==> src/rtl/forwardjoin_pkg.sv <==
// Shared types for the forward-join: FSM states and branch identifiers.
// Latency: n/a (types and constants only).
// Backpressure: n/a.
package forwardjoin_pkg;
  typedef enum logic {
    SEL = 1'b0,
    FWD = 1'b1
  } state_t;

  localparam logic LEFT  = 1'b0;
  localparam logic RIGHT = 1'b1;
endpackage

==> src/rtl/order_fifo.sv <==
// 1-bit synchronous FIFO that records which branch each split packet went to.
// Latency: head valid the cycle after the first push; no empty bypass.
// Backpressure: full flags stall; a push while full with no pop is dropped and sets sticky overflow.
module order_fifo #(
  parameter int AW = 4
) (
  input  logic clk,
  input  logic rst_n,
  input  logic push,
  input  logic din,
  input  logic pop,
  output logic head,
  output logic empty,
  output logic full,
  output logic overflow
);
  localparam int DEPTH = 1 << AW;
  localparam logic [AW:0] ONE = {{AW{1'b0}}, 1'b1};

  logic [DEPTH-1:0] mem;
  logic [AW:0]      wp;
  logic [AW:0]      rp;
  logic             do_pop;
  logic             do_push;

  // Wrap bit differs and index matches: the writer is a full lap ahead.
  assign empty   = (wp == rp);
  assign full    = (wp[AW] != rp[AW]) && (wp[AW-1:0] == rp[AW-1:0]);
  assign do_pop  = pop && !empty;
  assign do_push = push && (!full || do_pop);
  assign head    = mem[rp[AW-1:0]];

  // Pointer, storage and sticky overflow update.
  always_ff @(posedge clk or negedge rst_n) begin
    if (!rst_n) begin
      mem      <= '0;
      wp       <= '0;
      rp       <= '0;
      overflow <= 1'b0;
    end else begin
      if (do_push) begin
        mem[wp[AW-1:0]] <= din;
        wp              <= wp + ONE;
      end
      if (do_pop) begin
        rp <= rp + ONE;
      end
      if (push && full && !do_pop) begin
        overflow <= 1'b1;
      end
    end
  end
endmodule

==> src/rtl/forwardjoin.sv <==
// Merges two branch packet-memory ports into one downstream port in original split order.
// Latency: grant one cycle after the head is ready; FWD data path is pure combinational pass-through.
// Backpressure: order_ready drops when the order FIFO is full; downstream sees ready=0 until the head branch is ready.
module forwardjoin
  import forwardjoin_pkg::*;
#(
  parameter int DATA_WIDTH = 64,
  parameter int ADDR_WIDTH = 10,
  parameter int LEN_WIDTH  = 11,
  parameter int ORDER_AW   = 4
) (
  input  logic                  clk,
  input  logic                  rst_n,
  input  logic                  split_done,
  input  logic                  split_choice,
  output logic                  order_ready,
  output logic [ADDR_WIDTH-1:0] rd_addr_left,
  output logic [ADDR_WIDTH-1:0] rd_addr_right,
  output logic                  rd_en_left,
  output logic                  rd_en_right,
  output logic                  done_left,
  output logic                  done_right,
  input  logic [DATA_WIDTH-1:0] rd_data_left,
  input  logic [DATA_WIDTH-1:0] rd_data_right,
  input  logic [LEN_WIDTH-1:0]  len_left,
  input  logic [LEN_WIDTH-1:0]  len_right,
  input  logic                  ready_left,
  input  logic                  ready_right,
  input  logic                  rej_left,
  input  logic                  rej_right,
  input  logic [ADDR_WIDTH-1:0] rd_addr,
  input  logic                  rd_en,
  input  logic                  done,
  output logic [DATA_WIDTH-1:0] rd_data,
  output logic [LEN_WIDTH-1:0]  len,
  output logic                  ready,
  output logic                  overflow
);
  localparam logic [ORDER_AW:0] RMAX = '1;
  localparam logic [ORDER_AW:0] ONE  = {{ORDER_AW{1'b0}}, 1'b1};

  state_t            state;
  logic              sel;
  logic [ORDER_AW:0] rcnt_l;
  logic [ORDER_AW:0] rcnt_r;
  logic              head;
  logic              empty;
  logic              full;
  logic              pop;
  logic              in_fwd;
  logic              skip;
  logic              grant;
  logic              fwd_done;
  logic              head_ready;
  logic [ORDER_AW:0] head_rcnt;

  // Saturating reject counter step; a simultaneous reject and skip cancel out.
  function automatic logic [ORDER_AW:0] cnt_next(input logic [ORDER_AW:0] c,
                                                 input logic inc, input logic dec);
    cnt_next = c;
    if (inc && !dec && (c != RMAX)) cnt_next = c + ONE;
    else if (dec && !inc)           cnt_next = c - ONE;
  endfunction

  order_fifo #(.AW(ORDER_AW)) u_order (
    .clk     (clk),
    .rst_n   (rst_n),
    .push    (split_done),
    .din     (split_choice),
    .pop     (pop),
    .head    (head),
    .empty   (empty),
    .full    (full),
    .overflow(overflow)
  );

  assign order_ready = !full;
  assign in_fwd      = (state == FWD);
  assign head_rcnt   = (head == RIGHT) ? rcnt_r : rcnt_l;
  assign head_ready  = (head == RIGHT) ? ready_right : ready_left;
  // A pending reject on the head's branch means that packet never reaches the branch buffer: drop it.
  assign skip        = !in_fwd && !empty && (head_rcnt != '0);
  assign grant       = !in_fwd && !empty && (head_rcnt == '0) && head_ready;
  assign fwd_done    = in_fwd && done;
  assign pop         = skip || fwd_done;

  // Grant / release FSM; sel holds the branch owning the downstream port.
  always_ff @(posedge clk or negedge rst_n) begin
    if (!rst_n) begin
      state <= SEL;
      sel   <= LEFT;
    end else begin
      case (state)
        SEL: if (grant) begin
          sel   <= head;
          state <= FWD;
        end
        FWD: if (done) state <= SEL;
        default: state <= SEL;
      endcase
    end
  end

  // Per-branch count of rejected packets still queued in the order FIFO.
  always_ff @(posedge clk or negedge rst_n) begin
    if (!rst_n) begin
      rcnt_l <= '0;
      rcnt_r <= '0;
    end else begin
      rcnt_l <= cnt_next(rcnt_l, rej_left,  skip && (head == LEFT));
      rcnt_r <= cnt_next(rcnt_r, rej_right, skip && (head == RIGHT));
    end
  end

  // Downstream-to-branch pass-through while forwarding; idle branch sees zeros.
  always_comb begin
    rd_addr_left  = '0;
    rd_addr_right = '0;
    rd_en_left    = 1'b0;
    rd_en_right   = 1'b0;
    done_left     = 1'b0;
    done_right    = 1'b0;
    rd_data       = '0;
    len           = '0;
    ready         = 1'b0;
    if (in_fwd) begin
      if (sel == RIGHT) begin
        rd_addr_right = rd_addr;
        rd_en_right   = rd_en;
        done_right    = done;
        rd_data       = rd_data_right;
        len           = len_right;
        ready         = ready_right;
      end else begin
        rd_addr_left  = rd_addr;
        rd_en_left    = rd_en;
        done_left     = done;
        rd_data       = rd_data_left;
        len           = len_left;
        ready         = ready_left;
      end
    end
  end
endmodule

==> config.mk <==
export PLATFORM = sky130hd
export DESIGN_NAME = forwardjoin
export DESIGN_NICKNAME = d
export VERILOG_FILES = /design/src/rtl/forwardjoin_pkg.sv /design/src/rtl/order_fifo.sv /design/src/rtl/forwardjoin.sv
export SDC_FILE = /design/constraint.sdc
export NUM_CORES = 1
export LEC_CHECK = 0
export CAP_MARGIN = 15
export CELL_PAD_IN_SITES_DETAIL_PLACEMENT = 1
export CELL_PAD_IN_SITES_GLOBAL_PLACEMENT = 1
export CORE_MARGIN = 8
export CORE_UTILIZATION = 24
export DETAILED_ROUTE_END_ITERATION = 8
export PLACE_DENSITY_LB_ADDON = 0.08
export SLEW_MARGIN = 30
export SYNTH_ARGS = -nofsm -noshare
export SYNTH_HDL_FRONTEND = slang
export SYNTH_SLANG_ARGS = --single-unit
==> constraint.sdc <==
create_clock -name clk -period 3.4 [get_ports clk]
set_input_delay 0.85 -clock clk [delete_from_list [all_inputs] [get_ports clk]]
set_output_delay 0.85 -clock clk [all_outputs]
set_load 0.01 [all_outputs]
==> impl_metrics.env, run 1 <==
export IMPL_status="complete, no violations"
export IMPL_report_final_setup_viol=0
export IMPL_seqCellArea_sq_um=980
export IMPL_finalClockSkew_ps=1.67
export IMPL_vdd_drop_max_mv=0.403
export IMPL_r2r_cells=12
export IMPL_post_cts_buffers=0
export IMPL_min_to="u_order.overflow"
export IMPL_holdPathStages=1
export IMPL_fmax_mhz=314
export IMPL_r2r_slack_ps=280
export IMPL_grt_pass1_vias=4207
export IMPL_grt_antenna_before_repair=2
export IMPL_gr_total_overflow=0
export IMPL_syn_inst=414
export IMPL_clockRootBuffer="clkbuf_16"
export IMPL_slowest_delay_ps=830
export IMPL_core_sq_mm=0.0150
export IMPL_ys_seq_area_share_pct=26.9
export IMPL_crit_reg2reg_launch="u_order.rp[0]"
export IMPL_fin_crit_sh_pct=93.7
export IMPL_drive_above_1_share_pct=5.29
export IMPL_htree_levels=2
export IMPL_clkLatencyLatePin_ps=280
export IMPL_power_w=0.00394
export IMPL_period_needed_ps=3190
export IMPL_report_final_slew_viol_count=0
export IMPL_nFillCells=1734
export IMPL_start_kind="flop"
export IMPL_r2r_end="rcnt_r[4]"
export IMPL_cp_top_family="buffers and inverters"
export IMPL_p_leak_nw=2.54
export IMPL_vias_per_cell=4.69
export IMPL_die_h_um=139
export IMPL_area_growth_pct=85.2
export IMPL_worst_pin_slew_ps=622
export IMPL_dieArea_sq_mm=0.0193
export IMPL_cts_tree="done"
export IMPL_final_common_cell="clkdlybuf4s50_1"
export IMPL_drt_wl_total_mm=19.6
export IMPL_avgSynthCellArea_sq_um=8.76
export IMPL_syn_nets=598
export IMPL_wl_per_cell_um=22.5
export IMPL_numPortBuffers=271
export IMPL_setup_tns_ps=0
export IMPL_worstSetupPathType="reg -> out"
export IMPL_cts_buffer_depth=2
export IMPL_cts_buffers_inserted=5
export IMPL_syn_area_sq_mm=0.00363
export IMPL_die_w_um=139
export IMPL_gp_congestion=0.793
export IMPL_ys_flop_type="dfrtp_1"
export IMPL_slowest_stage="dfrtp_4"
export IMPL_drc_errors=0
export IMPL_worstPathArrival_ps=2340
export IMPL_grt_max_degree=57
export IMPL_drtIter0Drc=101
export IMPL_synth_cell_types=40
export IMPL_start_util_pct=24.2
export IMPL_mostFrequentLayoutCells="270 x clkdlybuf4s50_1, 85 x nor2_1, 84 x mux2i_1, 38 x dfrtp_1, 19 x mux2_1"
export IMPL_min_path_type="reg -> reg"
export IMPL_cp_num_buf_inv=2
export IMPL_async_flop_share_pct=100
export IMPL_rsz0062_at_grt="false"
export IMPL_max_cap_violations=0
export IMPL_cts_sinks=39
export IMPL_path_max_fanout=36
export IMPL_synth_seq_cells=39
export IMPL_track_usage_pct=19.7
export IMPL_clk_transition_reported_paths_ps=60
export IMPL_dp_hpwl_mm=16.7
export IMPL_dr_pass1_iters=4
export IMPL_hold_viol_final=0
export IMPL_grt_first_pass_wirelength_mm=29.3
export IMPL_end_kind="output port"
export IMPL_ant_nets=0
export IMPL_multi_input_area_sq_mm=0.00250
export IMPL_num_rows=45
export IMPL_ys_warn_count=0
export IMPL_synth_edff_count=0
export IMPL_path_cells="buf_4 > mux2i_1 > nor2_1 > clkdlybuf4s50_1"
export IMPL_hold_start="u_order.overflow"
export IMPL_ios=272
export IMPL_vias=4080
export IMPL_nets=864
export IMPL_power_density_mw_per_mm2=587
export IMPL_relSlewSlack_pct=58.5
export IMPL_worstPathRequired_ps=2550
[registers in the layout, summed over array words and instances (netlist names)]
register          count
u_order.rp            5
in_fwd                1
rcnt_r                5
rcnt_l                5
sel                   1
u_order.wp            5
u_order.mem          16
u_order.overflow      1
[logic make-up (layout without fill, tap and decap cells)]
kind of cell | after synthesis | after routing | share of synthesized area, %
AO/OA/AOI/OAI | 32 | 32 | 5.66
XOR/XNOR | 21 | 21 | 5.07
adder cells (fa/ha/maj) | 14 | 14 | 5.24
buffers and inverters | 35 | 302 | 4.14
flip-flops | 39 | 39 | 26.9
multiplexers | 110 | 110 | 31.3
other | 0 | 1 | 0
AND/OR/NAND/NOR | 163 | 163 | 21.7
[synthesized netlist by cell type (2+ instances only)]
master / instances / area share [%]
ha_1: 12 / 4.1
buf_2: 3 / 0.41
and2_1: 13 / 2.2
o21a_1: 2 / 0.41
clkbuf_1: 13 / 1.3
mux2_2: 7 / 2.2
buf_1: 8 / 0.83
inv_1: 7 / 0.72
nand2_1: 12 / 1.2
nand4_1: 2 / 0.34
nand3_1: 6 / 0.83
nand2b_1: 4 / 0.69
or4_1: 2 / 0.41
nor4_1: 4 / 0.69
xor2_1: 13 / 3.1
buf_4: 2 / 0.41
o211ai_1: 3 / 0.62
nor2_1: 85 / 8.8
o22ai_1: 4 / 0.69
mux2_1: 19 / 5.9
dfrtp_1: 39 / 27
a21o_1: 6 / 1.2
and3_1: 13 / 2.2
nor3b_1: 9 / 1.9
o21ai_0: 5 / 0.69
mux2i_1: 84 / 23
a21oi_1: 9 / 1.2
nor3_1: 4 / 0.55
fa_1: 2 / 1.1
xnor2_1: 8 / 1.9
nor2b_1: 2 / 0.34
or3_1: 4 / 0.69
[worst max path at each step]
| stage | endpoint | from | slack [ps] | cells after the start |
|---|---|---|---|---|
| final | rd_data[13] | sel | 210 | 4 |
| after global routing | rcnt_r[4] | u_order.rp[0] | 7 | 12 |
| after CTS | rcnt_r[4] | u_order.rp[0] | 7 | 12 |
| after detailed placement | rcnt_r[4] | u_order.rp[0] | 20 | 12 |
| after global placement | rcnt_r[4] | u_order.rp[0] | 210 | 12 |
| after floorplan | rcnt_r[4] | u_order.rp[0] | 490 | 13 |
[routing by layer]
layer / GRT usage [%] / up-vias / wire (um)
met5: 0 / - / 13
met4: 3.70 / 2 / 218
met3: 5.30 / 12 / 1350
met2: 34.4 / 124 / 9650
met1: 24.0 / 1971 / 8350
li1: - / 1971 / -
[stage by stage]
step                      hold slack (ps)  cells  instance area, sq um  util, %  setup WS, ps
after floorplan                       450    414                  3630        -           490
after global placement                447    861                  6570     43.8           208
after detailed placement              448    861                  6570     43.8          20.4
after CTS                             466    869                  6710     44.8          6.95
after global routing                  473    870                  6720     44.9          7.19
final                                 460    870                  6720     44.9           214
[power by group]
group | total (W) | switching [W] | internal, W
sequential | 0.000981 | 0.000269 | 0.000712
clock | 0.000469 | 0.000178 | 0.000291
combinational | 0.00249 | 0.00118 | 0.00131
[layout make-up]
cell class / count / area share, %
clock buffers: 7 / 2.12
repair buffers: 286 / 42.0
well taps: 188 / 3.50
diodes: 1 / 0.0372
flip-flops and latches: 39 / 14.6
clock inverters: 1 / 0.0745
multi-input cells: 340 / 37.2
inverters: 8 / 0.447
[what timing repair did]
item | CTS | global route
endpoints found under the setup margin | 0 | 3
hold buffers | 0 | 0
gates resized for setup | 0 | 1
[worst reg2reg max path, stage by stage (launching register included)]
cell and delay, ps:
dfrtp_1 590, mux2_2 240, o22ai_1 60, or3_1 410, o21a_1 170, o21ai_1 450, inv_1 120, fa_1 410
inv_1 70, a21o_1 100, a21oi_1 70, mux2i_1 130, xor2_1 170
(Power assumes the default switching activity.)
==> run 2, diff against run 1 <==
--- a/config.mk
+++ b/config.mk
@@ -5,11 +5,12 @@
 export SDC_FILE = /design/constraint.sdc
 export NUM_CORES = 1
 export LEC_CHECK = 0
+export ABC_AREA = 1
 export CAP_MARGIN = 15
 export CELL_PAD_IN_SITES_DETAIL_PLACEMENT = 1
 export CELL_PAD_IN_SITES_GLOBAL_PLACEMENT = 1
 export CORE_MARGIN = 8
-export CORE_UTILIZATION = 24
+export CORE_UTILIZATION = 23
 export DETAILED_ROUTE_END_ITERATION = 8
 export PLACE_DENSITY_LB_ADDON = 0.08
 export SLEW_MARGIN = 30
==> run 2 against run 1 <==
Fmax rose by 2.9%. Power rose by 26%. Via count rose by 27%. Sequential cell count did not move. Largest power group unchanged. Synthesized area rose by 6.6%. Clock power rose by 32%. Critical endpoint is now ready. Count of clock-buffer cells in the layout fell by 2. Sequential power fell by 2%. Worst setup slack improved by 89 ps.
==> impl_metrics.env, run 2 <==
export IMPL_cts_sinks=39
export IMPL_slowest_stage="clkdlybuf4s50_1"
export IMPL_nFillCells=2106
export IMPL_synth_seq_cells=39
export IMPL_ant_nets=0
export IMPL_area_growth_pct=80.2
export IMPL_clock_power_share_pct=12.4
export IMPL_report_final_setup_viol=0
export IMPL_die_w_um=146
export IMPL_finalClockSkew_ps=4.76
export IMPL_drt_wl_total_mm=22.7
export IMPL_synth_cell_types=35
export IMPL_seqCellArea_sq_um=977
export IMPL_rsz0062_at_grt="false"
export IMPL_fin_ws_ps=303
export IMPL_p_comb_share_pct=68.2
export IMPL_largest_register_ffs=16
export IMPL_p_leak_nw=3.03
export IMPL_grt_first_pass_wirelength_mm=34.6
export IMPL_use_met1_pct=23.5
export IMPL_gr_total_overflow=0
export IMPL_met3_usage_pct=6.34
export IMPL_max_cap_violations=0
export IMPL_clkLatencyLatePin_ps=280
export IMPL_ios=272
export IMPL_worst_pin_slew_ps=684
export IMPL_final_common_cell="clkdlybuf4s50_1"
export IMPL_dp_cells=1096
export IMPL_synth_most_common_cell="nand2_1"
export IMPL_dieArea_sq_mm=0.0212
export IMPL_period_needed_ps=3100
export IMPL_post_cts_buffers=0
export IMPL_syn_nets=822
export IMPL_vdd_drop_max_mv=0.475
export IMPL_path_cells="buf_12 > nand2_1 > o21ai_0 > clkdlybuf4s50_1"
export IMPL_grt_pass1_vias=5363
export IMPL_gr_usage_met2_pct=36.0
export IMPL_synth_edff_count=0
export IMPL_sw_frac_of_total_pct=48.5
export IMPL_num_rows=47
export IMPL_avgSynthCellArea_sq_um=6.06
export IMPL_worstPathArrival_ps=2250
export IMPL_multi_input_area_sq_mm=0.00249
export IMPL_nets=1067
export IMPL_dp_hpwl_mm=18.6
export IMPL_p_sw_w=0.00241
export IMPL_fin_hold_ws_ps=472
export IMPL_regMostFlops="u_order.mem"
export IMPL_end_kind="output port"
export IMPL_track_usage_pct=20.8
export IMPL_clockRootBuffer="clkbuf_16"
export IMPL_grt_max_degree=78
export IMPL_syn_area_sq_mm=0.00387
export IMPL_start_util_pct=23.4
export IMPL_hold_viol_final=0
export IMPL_fin_cells=1108
export IMPL_grt_antenna_before_repair=6
export IMPL_place_ws_ps=309
export IMPL_utilization_pct=42.2
export IMPL_path_max_fanout=77
export IMPL_ys_flop_type="dfrtp_1"
export IMPL_async_flop_share_pct=100
export IMPL_start_kind="flop"
export IMPL_status="complete, no violations"
export IMPL_numPortBuffers=271
export IMPL_drtIter0Drc=178
export IMPL_mostFrequentLayoutCells="270 x clkdlybuf4s50_1, 250 x nand2_1, 77 x a21oi_1, 51 x inv_1, 47 x nor2_1"
export IMPL_clk_transition_reported_paths_ps=60
export IMPL_synth_common_cells="250 x nand2_1, 77 x a21oi_1, 53 x inv_1"
export IMPL_vias=5190
export IMPL_dr_pass1_iters=4
export IMPL_cts_tree="done"
export IMPL_relSlewSlack_pct=54.3
export IMPL_core_sq_mm=0.0165
export IMPL_cts_buffers_inserted=5
export IMPL_p_int_w=0.00256
export IMPL_report_final_slew_viol_count=0
export IMPL_top_usage_layer="met2"
export IMPL_setup_tns_ps=0
export IMPL_worstPathRequired_ps=2550
export IMPL_drive_above_1_share_pct=5.77
export IMPL_seq_power_share_pct=19.4
export IMPL_ys_warn_count=0
export IMPL_wl_per_cell_um=20.4
export IMPL_htree_levels=2
export IMPL_ys_seq_area_share_pct=25.2
export IMPL_fin_crit_sh_pct=91.1
export IMPL_fmax_mhz=323
export IMPL_synth_top_area_cell="dfrtp_1"
export IMPL_worstSetupPathType="reg -> out"
export IMPL_vias_per_cell=4.68
export IMPL_post_cts_resize_count=0
export IMPL_synth_area_top_cells="dfrtp_1 25%, nand2_1 24%, a21oi_1 10%"
export IMPL_min_path_type="reg -> reg"
export IMPL_drc_errors=0
export IMPL_syn_inst=638
export IMPL_cts_hold_buffers=0
export IMPL_gp_congestion=0.926
export IMPL_power_density_mw_per_mm2=713
export IMPL_yosys_area_top_type_share_pct=25.2
export IMPL_die_h_um=146
export IMPL_slowest_delay_ps=600
export IMPL_cts_buffer_depth=2
run 2: cell types whose count changed in the layout (fill, tap and decap cells not counted), moves of 18 or more:
cell | previous run | this run
inv_1 | 7 | 51
mux2_1 | 19 | 0
a21oi_1 | 9 | 77
nand2_1 | 12 | 250
nand4_1 | 2 | 21
nand3_1 | 6 | 24
nor2_1 | 85 | 47
mux2i_1 | 84 | 0
run 2: per-layer routing:
metal | vias to the layer above | share of wire, %
met5 | - | 0.10
met4 | 4 | 2.8
met3 | 35 | 6.4
met2 | 154 | 50
met1 | 2477 | 41
li1 | 2520 | -
run 2: cells by family after synthesis:
family / count (synthesis) / synth area share [%]
AO/OA/AOI/OAI: 101 / 14.4
XOR/XNOR: 18 / 4.08
adder cells (fa/ha/maj): 14 / 4.92
buffers and inverters: 100 / 10.4
flip-flops: 39 / 25.2
AND/OR/NAND/NOR: 366 / 41.0
run 2: path summary, 6_finish.rpt:
| path | start | endpoint | slack [ps] | cells after the start |
|---|---|---|---|---|
| worst max-delay path | sel | ready | 300 | 4 |
| worst min-delay path | u_order.mem[1] | u_order.mem[1] | 470 | 2 |
| worst max register to register | u_order.rp[0] | rcnt_r[4] | 420 | 16 |
| worst min register to register | u_order.mem[1] | u_order.mem[1] | 470 | 2 |
| max in group asynchronous | rst_n | sel | 2460 | 1 |
| min in group asynchronous | rst_n | u_order.mem[11] | 540 | 1 |
run 2: through the flow:
stage	instance area (sq um)	power, W
floorplan	3870	0.00301
global placement	6760	0.00426
detailed placement	6760	0.00438
CTS	6960	0.00503
global route	6970	0.00545
finish	6970	0.00497
run 2: critical path: cells and delay by family, from the launching register on:
family                 cells  cell delay (ps)
buffers and inverters      2              880
AND/OR/NAND/NOR            1              410
AO/OA/AOI/OAI              1              270
flip-flops                 1              390
run 2: area by class of cell:
| cell class | count | share of cell area (%) |
|---|---|---|
| Antenna cell | 4 | 0.144 |
| Clock buffer | 5 | 1.80 |
| Multi-Input combinational cell | 499 | 35.7 |
| Inverter | 60 | 3.23 |
| Tap cell | 220 | 3.95 |
| Timing Repair Buffer | 278 | 40.2 |
| Clock inverter | 3 | 0.969 |
| Sequential cell | 39 | 14.0 |
run 2: power by group through the flow:
stage	logic (W)	registers, W	clock network [W]
floorplan	0.00217	0.000843	0
global placement	0.00330	0.000957	0
detailed placement	0.00341	0.000970	0
CTS	0.00344	0.000965	0.000628
global route	0.00380	0.00101	0.000642
finish	0.00339	0.000962	0.000617
==> run 3, diff against run 2 <==
--- a/config.mk
+++ b/config.mk
@@ -7,13 +7,11 @@
 export LEC_CHECK = 0
 export ABC_AREA = 1
 export CAP_MARGIN = 15
-export CELL_PAD_IN_SITES_DETAIL_PLACEMENT = 1
-export CELL_PAD_IN_SITES_GLOBAL_PLACEMENT = 1
 export CORE_MARGIN = 8
-export CORE_UTILIZATION = 23
+export CORE_UTILIZATION = 36
 export DETAILED_ROUTE_END_ITERATION = 8
 export PLACE_DENSITY_LB_ADDON = 0.08
-export SLEW_MARGIN = 30
+export SLEW_MARGIN = 20
 export SYNTH_ARGS = -nofsm -noshare
 export SYNTH_HDL_FRONTEND = slang
 export SYNTH_SLANG_ARGS = --single-unit
==> constraint.sdc (replaced) <==
create_clock -name clk -period 3.15 [get_ports clk]
set_input_delay 0.7875 -clock clk [delete_from_list [all_inputs] [get_ports clk]]
set_output_delay 0.7875 -clock clk [all_outputs]
set_load 0.01 [all_outputs]
==> run 3 against run 2 <==
Final area shrank 2.7%. Via count shrank 2.5%. Global-route usage grew 3.8 points. Routed wire length shrank 18%. Sequential power grew 8%. Non-clock buffer count grew 1. Clock skew grew 5.4 ps. First-iteration DRC count grew to 2.6 times the previous value. Worst setup slack lost 180 ps. Combinational power grew 6.2%. Power is essentially flat. Sequential share of layout area grew 0.41 points. Critical endpoint is now rd_data[43]. Highest routed layer is now met4.
==> impl_metrics.env, run 3 (synthesis gave the netlist of run 2 again) <==
export IMPL_fin_crit_sh_pct=96.1
export IMPL_cts_sinks=39
export IMPL_worstSetupPathType="in -> out"
export IMPL_slowest_delay_ps=610
export IMPL_grt_max_degree=66
export IMPL_largest_register_ffs=16
export IMPL_clkLatencyLatePin_ps=290
export IMPL_worstPathArrival_ps=2240
export IMPL_mostFrequentLayoutCells="270 x clkdlybuf4s50_1, 248 x nand2_1, 77 x a21oi_1, 51 x inv_1, 47 x nor2_1"
export IMPL_p_comb_share_pct=72.3
export IMPL_p_leak_nw=2.99
export IMPL_cts_hold_buffers=0
export IMPL_cpMostUsedCell="clkdlybuf4s50_1"
export IMPL_sw_frac_of_total_pct=50.3
export IMPL_crit_reg2reg_launch="u_order.rp[0]"
export IMPL_setup_tns_ps=0
export IMPL_area_growth_pct=75.3
export IMPL_gp_congestion=0.889
export IMPL_report_final_setup_viol=0
export IMPL_grt_pass1_vias=4872
export IMPL_regMostFlops="u_order.mem"
export IMPL_nets=1068
export IMPL_p_int_w=0.00247
export IMPL_drtIter0Drc=459
export IMPL_clockRootBuffer="clkbuf_8"
export IMPL_ios=272
export IMPL_end_kind="output port"
export IMPL_drc_errors=0
export IMPL_vdd_drop_max_mv=0.654
export IMPL_finalClockSkew_ps=10.2
export IMPL_track_usage_pct=24.6
export IMPL_rsz0062_at_grt="false"
export IMPL_start_util_pct=36.3
export IMPL_cts_buffers_inserted=5
export IMPL_final_common_cell="clkdlybuf4s50_1"
export IMPL_cp_top_family="buffers and inverters"
export IMPL_drive_above_1_share_pct=6.21
export IMPL_hold_viol_final=0
export IMPL_relSlewSlack_pct=40.7
export IMPL_wl_per_cell_um=18.0
export IMPL_grt_antenna_before_repair=3
export IMPL_cts_tree="done"
export IMPL_drt_wl_total_mm=18.5
export IMPL_status="complete, no violations"
export IMPL_grt_first_pass_wirelength_mm=28.2
export IMPL_core_sq_mm=0.0107
export IMPL_use_met1_pct=29.4
export IMPL_dr_pass1_iters=4
export IMPL_max_cap_violations=0
export IMPL_cp_num_buf_inv=2
export IMPL_numPortBuffers=271
export IMPL_start_kind="primary input"
export IMPL_num_rows=38
export IMPL_die_w_um=120
export IMPL_die_h_um=120
export IMPL_ant_nets=0
export IMPL_slowest_stage="clkdlybuf4s50_1"
export IMPL_nFillCells=1012
export IMPL_fmax_mhz=330
export IMPL_dp_cells=1017
export IMPL_vias=5062
export IMPL_worst_pin_slew_ps=890
export IMPL_gr_total_overflow=0
export IMPL_vias_per_cell=4.92
export IMPL_holdPathStages=2
export IMPL_power_density_mw_per_mm2=733
export IMPL_clk_transition_reported_paths_ps=80
export IMPL_gr_usage_met2_pct=42.4
export IMPL_htree_levels=2
export IMPL_post_cts_buffers=0
export IMPL_dp_hpwl_mm=15.3
export IMPL_top_usage_layer="met2"
export IMPL_min_path_type="reg -> reg"
export IMPL_startpoint="rd_data_right[43]"
export IMPL_met3_usage_pct=5.40
export IMPL_seq_power_share_pct=21.0
export IMPL_path_depth=4
export IMPL_cts_buffer_depth=2
export IMPL_p_sw_w=0.00250
export IMPL_fin_cells=1028
export IMPL_period_needed_ps=3030
export IMPL_path_cells="clkdlybuf4s50_1 > nand2_1 > a21oi_1 > clkdlybuf4s50_1"
export IMPL_path_max_fanout=1
export IMPL_report_final_slew_viol_count=0
export IMPL_hold_start="u_order.mem[2]"
export IMPL_worstPathRequired_ps=2360
export IMPL_clock_power_share_pct=6.7
export IMPL_fin_hold_ws_ps=477
export IMPL_power_w=0.00497
export IMPL_r2r_cells=18
export IMPL_dieArea_sq_mm=0.0143
[run 3: cell count changes in the layout (fill, tap and decap cells not counted), moves of 2 or more]
cell,previous run,this run
bufinv_16,2,0
clkbuf_8,0,5
nand2_1,250,248
clkbuf_16,5,0
nand2_2,5,7
[run 3: power groups by stage]
stage,registers (W),logic [W],clock network [W]
2_1_floorplan,0.000910,0.00234,0
3_3_place_gp,0.00103,0.00345,0
3_5_place_dp,0.00104,0.00359,0
4_1_cts,0.00103,0.00360,0.000341
5_1_grt,0.00108,0.00405,0.000365
6_report,0.00104,0.00360,0.000332
[run 3: path summary, 6_finish.rpt]
kind	to	slack [ps]
max in group asynchronous	sel	1920
max	rd_data[43]	120
max reg2reg	rcnt_r[4]	380
min reg2reg	u_order.mem[2]	480
min	u_order.mem[2]	480
min in group asynchronous	u_order.mem[8]	620
[run 3: final cells by class]
type / instances / area, sq um / share of cell area [%]
well taps: 140 / 175 / 2.58
clock buffers: 6 / 72.6 / 1.07
flip-flops and latches: 39 / 978 / 14.4
multi-input cells: 499 / 2500 / 36.9
clock inverters: 2 / 12.5 / 0.185
inverters: 60 / 225 / 3.32
repair buffers: 279 / 2810 / 41.4
diodes: 3 / 7.51 / 0.111
[run 3: worst register-to-register path: stages, from the launching register on]
cell and delay (ps):
dfrtp_2 520, inv_2 200, nand2_1 80, nand3_1 70, nand2_1 80, nand2_1 60
nand2_1 60, inv_2 80, nand3_1 120, nand4_2 160, nand2_2 170, ha_1 360
a21o_1 190, a31oi_1 210, inv_1 60, nand2_1 80, nand3_1 70, nand2_1 70
nand2_1 40
[run 3: metal layers]
metal,share of wire (%),up-vias
li1,-,2524
met1,40,2328
met2,51,181
met3,7.0,29
met4,2.6,0
met5,0,-
[run 3: stage by stage]
stage,util (%),setup WS [ps],cell area [sq um]
after floorplan,-,747,3870
after global placement,62.6,168,6670
after detailed placement,62.6,177,6670
after CTS,63.5,90.0,6760
after global routing,63.7,51.6,6780
final,63.7,124,6780
[run 3: timing repair]
item,in CTS,in global routing
setup endpoints to repair,1,16
cloned,0,0
resized for setup,1,4
pin swaps,0,0
hold endpoints to repair,0,0
